**config.mk**
```make
export PLATFORM = sky130hd
export DESIGN_NAME = divider_nb
export DESIGN_NICKNAME = d
export VERILOG_FILES = /design/src/rtl/divider_nb.sv
export SDC_FILE = /design/constraint.sdc
export NUM_CORES = 1
export LEC_CHECK = 0
export CAP_MARGIN = 30
export CELL_PAD_IN_SITES_DETAIL_PLACEMENT = 0
export CELL_PAD_IN_SITES_GLOBAL_PLACEMENT = 2
export CORE_AREA = 2 2 161 163
export CTS_CLUSTER_SIZE = 30
export DETAILED_ROUTE_END_ITERATION = 8
export DIE_AREA = 0 0 163 165
export GPL_TIMING_DRIVEN = 0
export PLACE_DENSITY = 0.92
export REMOVE_ABC_BUFFERS = 1
export SETUP_SLACK_MARGIN = 0.4
export SYNTH_ARGS = -nofsm -noshare
export SYNTH_HDL_FRONTEND = slang
export SYNTH_SLANG_ARGS = --single-unit
```
**constraint.sdc**
```tcl
create_clock -name clk -period 11.9 [get_ports clk]
set_clock_uncertainty 0.05 [all_clocks]
set_input_delay 2.975 -clock clk [delete_from_list [all_inputs] [get_ports clk]]
set_output_delay 2.975 -clock clk [all_outputs]
set_load 0.03 [all_outputs]
```
**src/rtl/divider_nb.sv**
```systemverilog
// divider_nb: multi-cycle restoring divider, one quotient bit per clock.
// Latency is WIDTH+1 cycles from the accepting edge; divide-by-zero
// completes one cycle after acceptance with q = all ones, r = a, dz = 1.
// Optional feature macro: DIVIDER_SIGNED_EN (two's-complement mode via sgn).
// Without it the divider is unsigned only and sgn is ignored.
module divider_nb #(
    parameter int WIDTH = 32
) (
    input  logic             clk,
    input  logic             rst,
    input  logic             start,
    input  logic             sgn,
    input  logic [WIDTH-1:0] a,
    input  logic [WIDTH-1:0] b,
    output logic [WIDTH-1:0] q,
    output logic [WIDTH-1:0] r,
    output logic             busy,
    output logic             finish,
    output logic             dz
);

    localparam int CW = $clog2(WIDTH + 1);

    typedef enum logic [1:0] {
        IDLE,
        BUSY,
        DONE
    } state_t;

    state_t           state, state_nx;
    logic [CW-1:0]    cnt;
    logic [WIDTH-1:0] rem;
    logic [WIDTH-1:0] quo;
    logic [WIDTH-1:0] dvs;
    logic             zdiv;
    logic             accept;
    logic             ld;
    logic [WIDTH-1:0] a_mag;
    logic [WIDTH-1:0] b_mag;
    logic [WIDTH:0]   rem_sh;
    logic [WIDTH:0]   diff;
    logic             step_bit;
    logic [WIDTH-1:0] step_rem;

`ifdef DIVIDER_SIGNED_EN
    logic a_neg, b_neg;
    logic neg_q, neg_r;

    // Operand sign detection and magnitude conversion (most-negative maps to 2^(WIDTH-1))
    always_comb begin
        a_neg = sgn & a[WIDTH-1];
        b_neg = sgn & b[WIDTH-1];
        a_mag = a_neg ? (~a + 1'b1) : a;
        b_mag = b_neg ? (~b + 1'b1) : b;
    end
`else
    logic unused_sgn;
    assign unused_sgn = sgn;

    // Unsigned build: operands are used as-is
    always_comb begin
        a_mag = a;
        b_mag = b;
    end
`endif

    assign accept = start && ((state == IDLE) || (state == DONE));
    assign ld     = (state == BUSY) && (zdiv || (cnt == CW'(WIDTH)));
    assign busy   = (state == BUSY);
    assign finish = (state == DONE);

    // State register
    always_ff @(posedge clk or posedge rst) begin
        if (rst) state <= IDLE;
        else     state <= state_nx;
    end

    // Next-state logic
    always_comb begin
        state_nx = state;
        case (state)
            IDLE:    state_nx = start ? BUSY : IDLE;
            BUSY:    state_nx = ld ? DONE : BUSY;
            DONE:    state_nx = start ? BUSY : IDLE;
            default: state_nx = IDLE;
        endcase
    end

    // One restoring step: shift in next dividend bit, subtract divisor if it fits
    always_comb begin
        rem_sh   = {rem, quo[WIDTH-1]};
        diff     = rem_sh - {1'b0, dvs};
        step_bit = ~diff[WIDTH];
        step_rem = step_bit ? diff[WIDTH-1:0] : rem_sh[WIDTH-1:0];
    end

    // Iteration datapath; on divide-by-zero quo keeps the raw dividend for r
    always_ff @(posedge clk or posedge rst) begin
        if (rst) begin
            rem  <= '0;
            quo  <= '0;
            dvs  <= '0;
            cnt  <= '0;
            zdiv <= 1'b0;
`ifdef DIVIDER_SIGNED_EN
            neg_q <= 1'b0;
            neg_r <= 1'b0;
`endif
        end else if (accept) begin
            rem  <= '0;
            quo  <= (b == '0) ? a : a_mag;
            dvs  <= b_mag;
            cnt  <= '0;
            zdiv <= (b == '0);
`ifdef DIVIDER_SIGNED_EN
            neg_q <= a_neg ^ b_neg;
            neg_r <= a_neg;
`endif
        end else if ((state == BUSY) && !ld) begin
            rem <= step_rem;
            quo <= {quo[WIDTH-2:0], step_bit};
            cnt <= cnt + 1'b1;
        end
    end

    // Result registers: loaded once per completed operation, held otherwise
    always_ff @(posedge clk or posedge rst) begin
        if (rst) begin
            q  <= '0;
            r  <= '0;
            dz <= 1'b0;
        end else if (ld) begin
            if (zdiv) begin
                q  <= '1;
                r  <= quo;
                dz <= 1'b1;
            end else begin
`ifdef DIVIDER_SIGNED_EN
                q  <= neg_q ? (~quo + 1'b1) : quo;
                r  <= neg_r ? (~rem + 1'b1) : rem;
`else
                q  <= quo;
                r  <= rem;
`endif
                dz <= 1'b0;
            end
        end
    end

endmodule

```
* Yosys cells after proc, flatten, opt, wreduce, memory -nomap -nowiden *
Cells that the tools add are included.

word-level totals
  bits of input ports = 68
  word-level logic and storage cells = 38
  output and inout bits = 67
  register bits = 170

operators by class
  bitwise gates (word level) = 1
  reductions and logical operators = 10
  $add $sub $neg = 2
  equal/unequal tests = 3
  mux-type cells = 13

operator list
  operator                                                          number
  32-bit 2-to-1 mux                                                 7
  33-bit by 32-bit subtractor with 33-bit output                    1
  32-bit zero test                                                  1
  6-bit 2-to-1 mux                                                  2
  6-bit by 1-bit adder with 6-bit output (second input constant)    1
  6-bit == test (second input constant)                             1
  2-bit case mux with 2 select lines                                1
  1-bit logical AND                                                 3
  2-bit by 1-bit == test with 1-bit output (second input constant)  1
  2-bit == test (second input constant)                             1
  2-bit zero test                                                   1
  1-bit logical OR                                                  2
  1-bit 2-to-1 mux                                                  2
  2-bit 2-to-1 mux                                                  1
  2-bit nonzero test                                                1
  2-bit OR reduction                                                1
  1-bit zero test                                                   1
  1-bit inverter                                                    1

* Logic depth before layout (Yosys ltp) *
  depth after elaboration = 7
  gate-level depth with buffers = 14

* Worst setup path after synthesis *
No wires, ideal clock.

  kind = input to register
  from = input port start
  to = register rem[1]
  data arrival time = 4.074 ns
  stages = 7
  buffers on the path = 3
  setup slack = 7.699 ns
  cells stage by stage = nor2b_1 > clkbuf_1 > nor2_1 > clkbuf_1 > buf_1 > nand2_1 > o21ai_1

between the ends
  cells in the longest elaborated chain, start to end = 2

RTL lines
  what                                                     line  source
  start: declaration                                       11    input logic start,
  1-bit logical AND (*)                                    67    assign accept = start && ((state == IDLE) || (state == DONE));
  32-bit 2-to-1 mux or 2-bit nonzero test (tied branches)  --
  end signal: assignment                                   120   rem <= step_rem;
  end: declaration                                         32    logic [WIDTH-1:0] rem;

Mark *: on every way between the ends. The rest lies on a longest branch, timed or not.
A chain may end at the register's enable or synchronous reset.

* Final worst setup path *
  from = register state[0]
  to = output port busy

between the ends
  cells in the longest elaborated chain, start to end = 1

RTL lines
  what                                      line  source
  start: declaration                        30    state_t state, state_nx;
  start signal: assignment                  75    else state <= state_nx;
  2-bit by 1-bit == test with 1-bit output  69    assign busy = (state == BUSY);
  end: declaration                          17    output logic busy,

Every way passes these cells.

==> flow_summary.toml <==
[sta]
timing.fmax_ghz = 0.2009
whs_ns = 0.4351
hold_viol = 0
drv_slew = 0
fin_crit_sh_pct = 41.83
fin_ws_ns = 6.922
worst_pin_slew_ns = 0.9575
fin_crit_ns = 4.978
finalSetupViolCount = 0
rsz0062_at_grt = "no"
max-slew-margin-rel_pct = 36.06

[synth]
ys_ff_latch = 170
synthCells = 991
synth_edf_count = 0
syn-cell-area_um2 = 8919
synth.distinct_cells = 50
synth_warnings = 0
ys.flop_type = "dfrtp_1"
avgSynthCellArea_um2 = 9.000
async_reset_ff_share_pct = 100.0
seq_area_frac_synth_pct = 47.70

[grt]
grtUsageTotal_pct = 17.85
gr-total-overflow = 0
grt_max_degree = 104
grt_pass1_vias = 7034
grt_pass1_wl_um = 37580
antenna_found_initial = 0

[cells_and_area]
final_common_cell = "dfrtp_1"
num-fill-cells = 2444
area_growth_pct = 27.15
finalNonFillerCells = 1435
fin_nets = 1195
drive_gt1_share_pct = 5.068
fin_area_um2 = 11340
final_cell_mix = "dfrtp_1 (169), nand2_1 (149), nor2_1 (133), clkdlybuf4s50_1 (133), a21oi_1 (92)"
seq_area_um2 = 4258
multi_input_area_um2 = 4265
diodes = 0

[clock_tree]
cts-root-buf = "clkbuf_16"
cts_tree = "done"
post_cts_buffers = 0
h-tree-depth = 4
clk_path_buf_depth = 2
clock_latency_ns = 0.43
numClockSinks = 170
cts_made_buffers = 17
post_cts_resized = 0
clk_pin_slew_worst_paths_ns = 0.07
postCtsHoldBufs = 0

[drt]
drc = 0
routed-wl-met3_um = 716
topRoutingLayerUsed = "met4"
drt-initial-drc-count = 425
wl_met1_um = 11620
drt-vias-per-instance = 5.001
routed_wl_um = 23400
wire_per_inst_um = 16.31
vias = 7176
ant_nets = 0
met2_wirelength_um = 10870
dr.pass1.iters = 4

[min_path]
hp-class = "flop to flop"
holdPathStages = 2
hold_start = "dvs[0]$_DFFE_PP0P_"
hold_end = "dvs[0]$_DFFE_PP0P_"

[floorplan]
core_um2 = 25040
initial_utilization_pct = 35.62
die_area_um2 = 26900
dieHeight_um = 165
rows = 58
ios = 135
die_w_um = 163

[worst_setup_path]
slowest_stage = "clkdlybuf4s50_1"
critical_path_buf_inv_count = 1
crit_required_ns = 8.88
cp.depth = 2
regToRegEndpoint = "rem[17]$_DFFE_PP0P_"
cp_slowest_stage_delay_ns = 0.75
crit-reg2reg-launch = "quo[31]$_DFFE_PP0P_"
start_kind = "flop"
ff2ff_path_depth = 14
crit_family = "buffers and inverters"
cp_data_arrival_time_ns = 1.95
r2r_setup_slack_ns = 7.08
cp-end-kind = "output pin"
criticalPathCategory = "flop to output pin"
cp_cell_sequence = "nor2b_1 -> clkdlybuf4s50_1"
crit_fanout = 5

[power]
p_per_area_nw_per_um2 = 354.9
ir_worst_vdd_uv = 137.0
leakagePower_nw = 4.958

[placed_design]
place_ws_ns = 6.639
dpl-instance-area_um2 = 10700
hpwlAfterDp_um = 16340
gp_congestion = 0.8159
dp_cells = 1403
io_buffer_count = 133

[flow_run]
drv_cap = 0

[run_status]
status = "finished, final reports clean"
[kinds of logic after synthesis]
| family | Yosys count | synth area share [%] |
|---|---|---|
| and+or+nand+nor | 329 | 14.96 |
| AOI/OAI and AO/OA | 255 | 17.06 |
| DFF | 170 | 47.70 |
| adders and majority gates | 35 | 4.994 |
| muxes | 61 | 6.846 |
| xor gates and xnor gates | 35 | 3.648 |
| buffers and inverters | 106 | 4.798 |
[layout make-up]
cell class / instances / area share, %
Clock inverter: 12 / 1.633
Tap cell: 330 / 3.641
Timing Repair Buffer: 144 / 14.01
Multi-Input combinational cell: 715 / 37.61
Clock buffer: 20 / 4.027
Inverter: 44 / 1.523
Sequential cell: 170 / 37.55
[how the worst max path moves through the flow]
stage                        start                  end  slack, ns
2_1_floorplan                start  rem[30]$_DFFE_PP0P_       4.00
5_1_grt        quo[31]$_DFFE_PP0P_  rem[17]$_DFFE_PP0P_       6.79
3_3_place_gp                 start  rem[30]$_DFFE_PP0P_      -1.90
6_report        state[0]$_DFF_PP0_                 busy       6.92
3_5_place_dp                 start  rem[26]$_DFFE_PP0P_       6.64
4_1_cts         state[0]$_DFF_PP0_                 busy       6.90
[metal layers]
layer,up-vias,global-route usage [%]
li1,3608,-
met1,3432,24.84
met2,121,29.35
met3,15,2.687
met4,0,4.264
met5,-,0
[registers in the layout, indices dropped and copies added (netlist names)]
signal	count
r	32
dvs	32
rem	32
state	2
dz	1
cnt	6
zdiv	1
quo	32
q	32
[worst register-to-register path, stage by stage (launching register included)]
cell and delay [ns]:
dfrtp_1 0.40, inv_1 0.11, ha_1 0.20, inv_1 0.06
fa_1 0.42, a211o_1 0.30, a2111oi_0 0.83, or3_1 0.30
a311oi_2 0.15, o21ai_1 0.33, a311oi_4 0.18, xor2_4 0.80
buf_16 0.25, mux2i_1 0.23, o21ai_1 0.07
[Yosys cell counts, types with 4 or more instances]
master	count	area, µm²
clkbuf_1	49	183.9
nor2_1	134	503.0
ha_1	34	425.4
o21ai_0	49	245.2
a21oi_1	92	460.4
nand4_1	8	50.05
buf_1	4	15.01
a21o_1	20	150.1
a31oi_1	19	118.9
o21ai_1	26	130.1
xnor2_1	18	157.7
a22oi_1	17	127.6
inv_1	44	165.2
nor4_1	8	50.05
xor2_1	16	140.1
buf_2	4	20.02
mux2i_1	61	610.6
nand2_1	150	563.0
o21bai_1	4	30.03
nand2b_1	4	25.02
dfrtp_1	170	4254
nand3_1	10	50.05
nor2b_1	5	31.28
[metrics by stage]
| step | setup TNS, ns | util, % | power [W] |
|---|---|---|---|
| final | 0 | 45.29 | 0.004024 |
| after global routing | 0 | 45.29 | 0.004367 |
| after CTS | 0 | 45.29 | 0.004067 |
| after detailed placement | 0 | 42.73 | 0.003432 |
| after global placement | -72.63 | 41.54 | 0.003370 |
| after floorplan | 0 | - | 0.002735 |
[power by group]
group / leakage (nW) / switching, W / internal (W)
logic: 2.54 / 0.00128 / 0.00103
clock network: 0.312 / 0.000249 / 0.000366
registers: 2.11 / 0.000221 / 0.000880
Power figures use the tool's default switching activity.
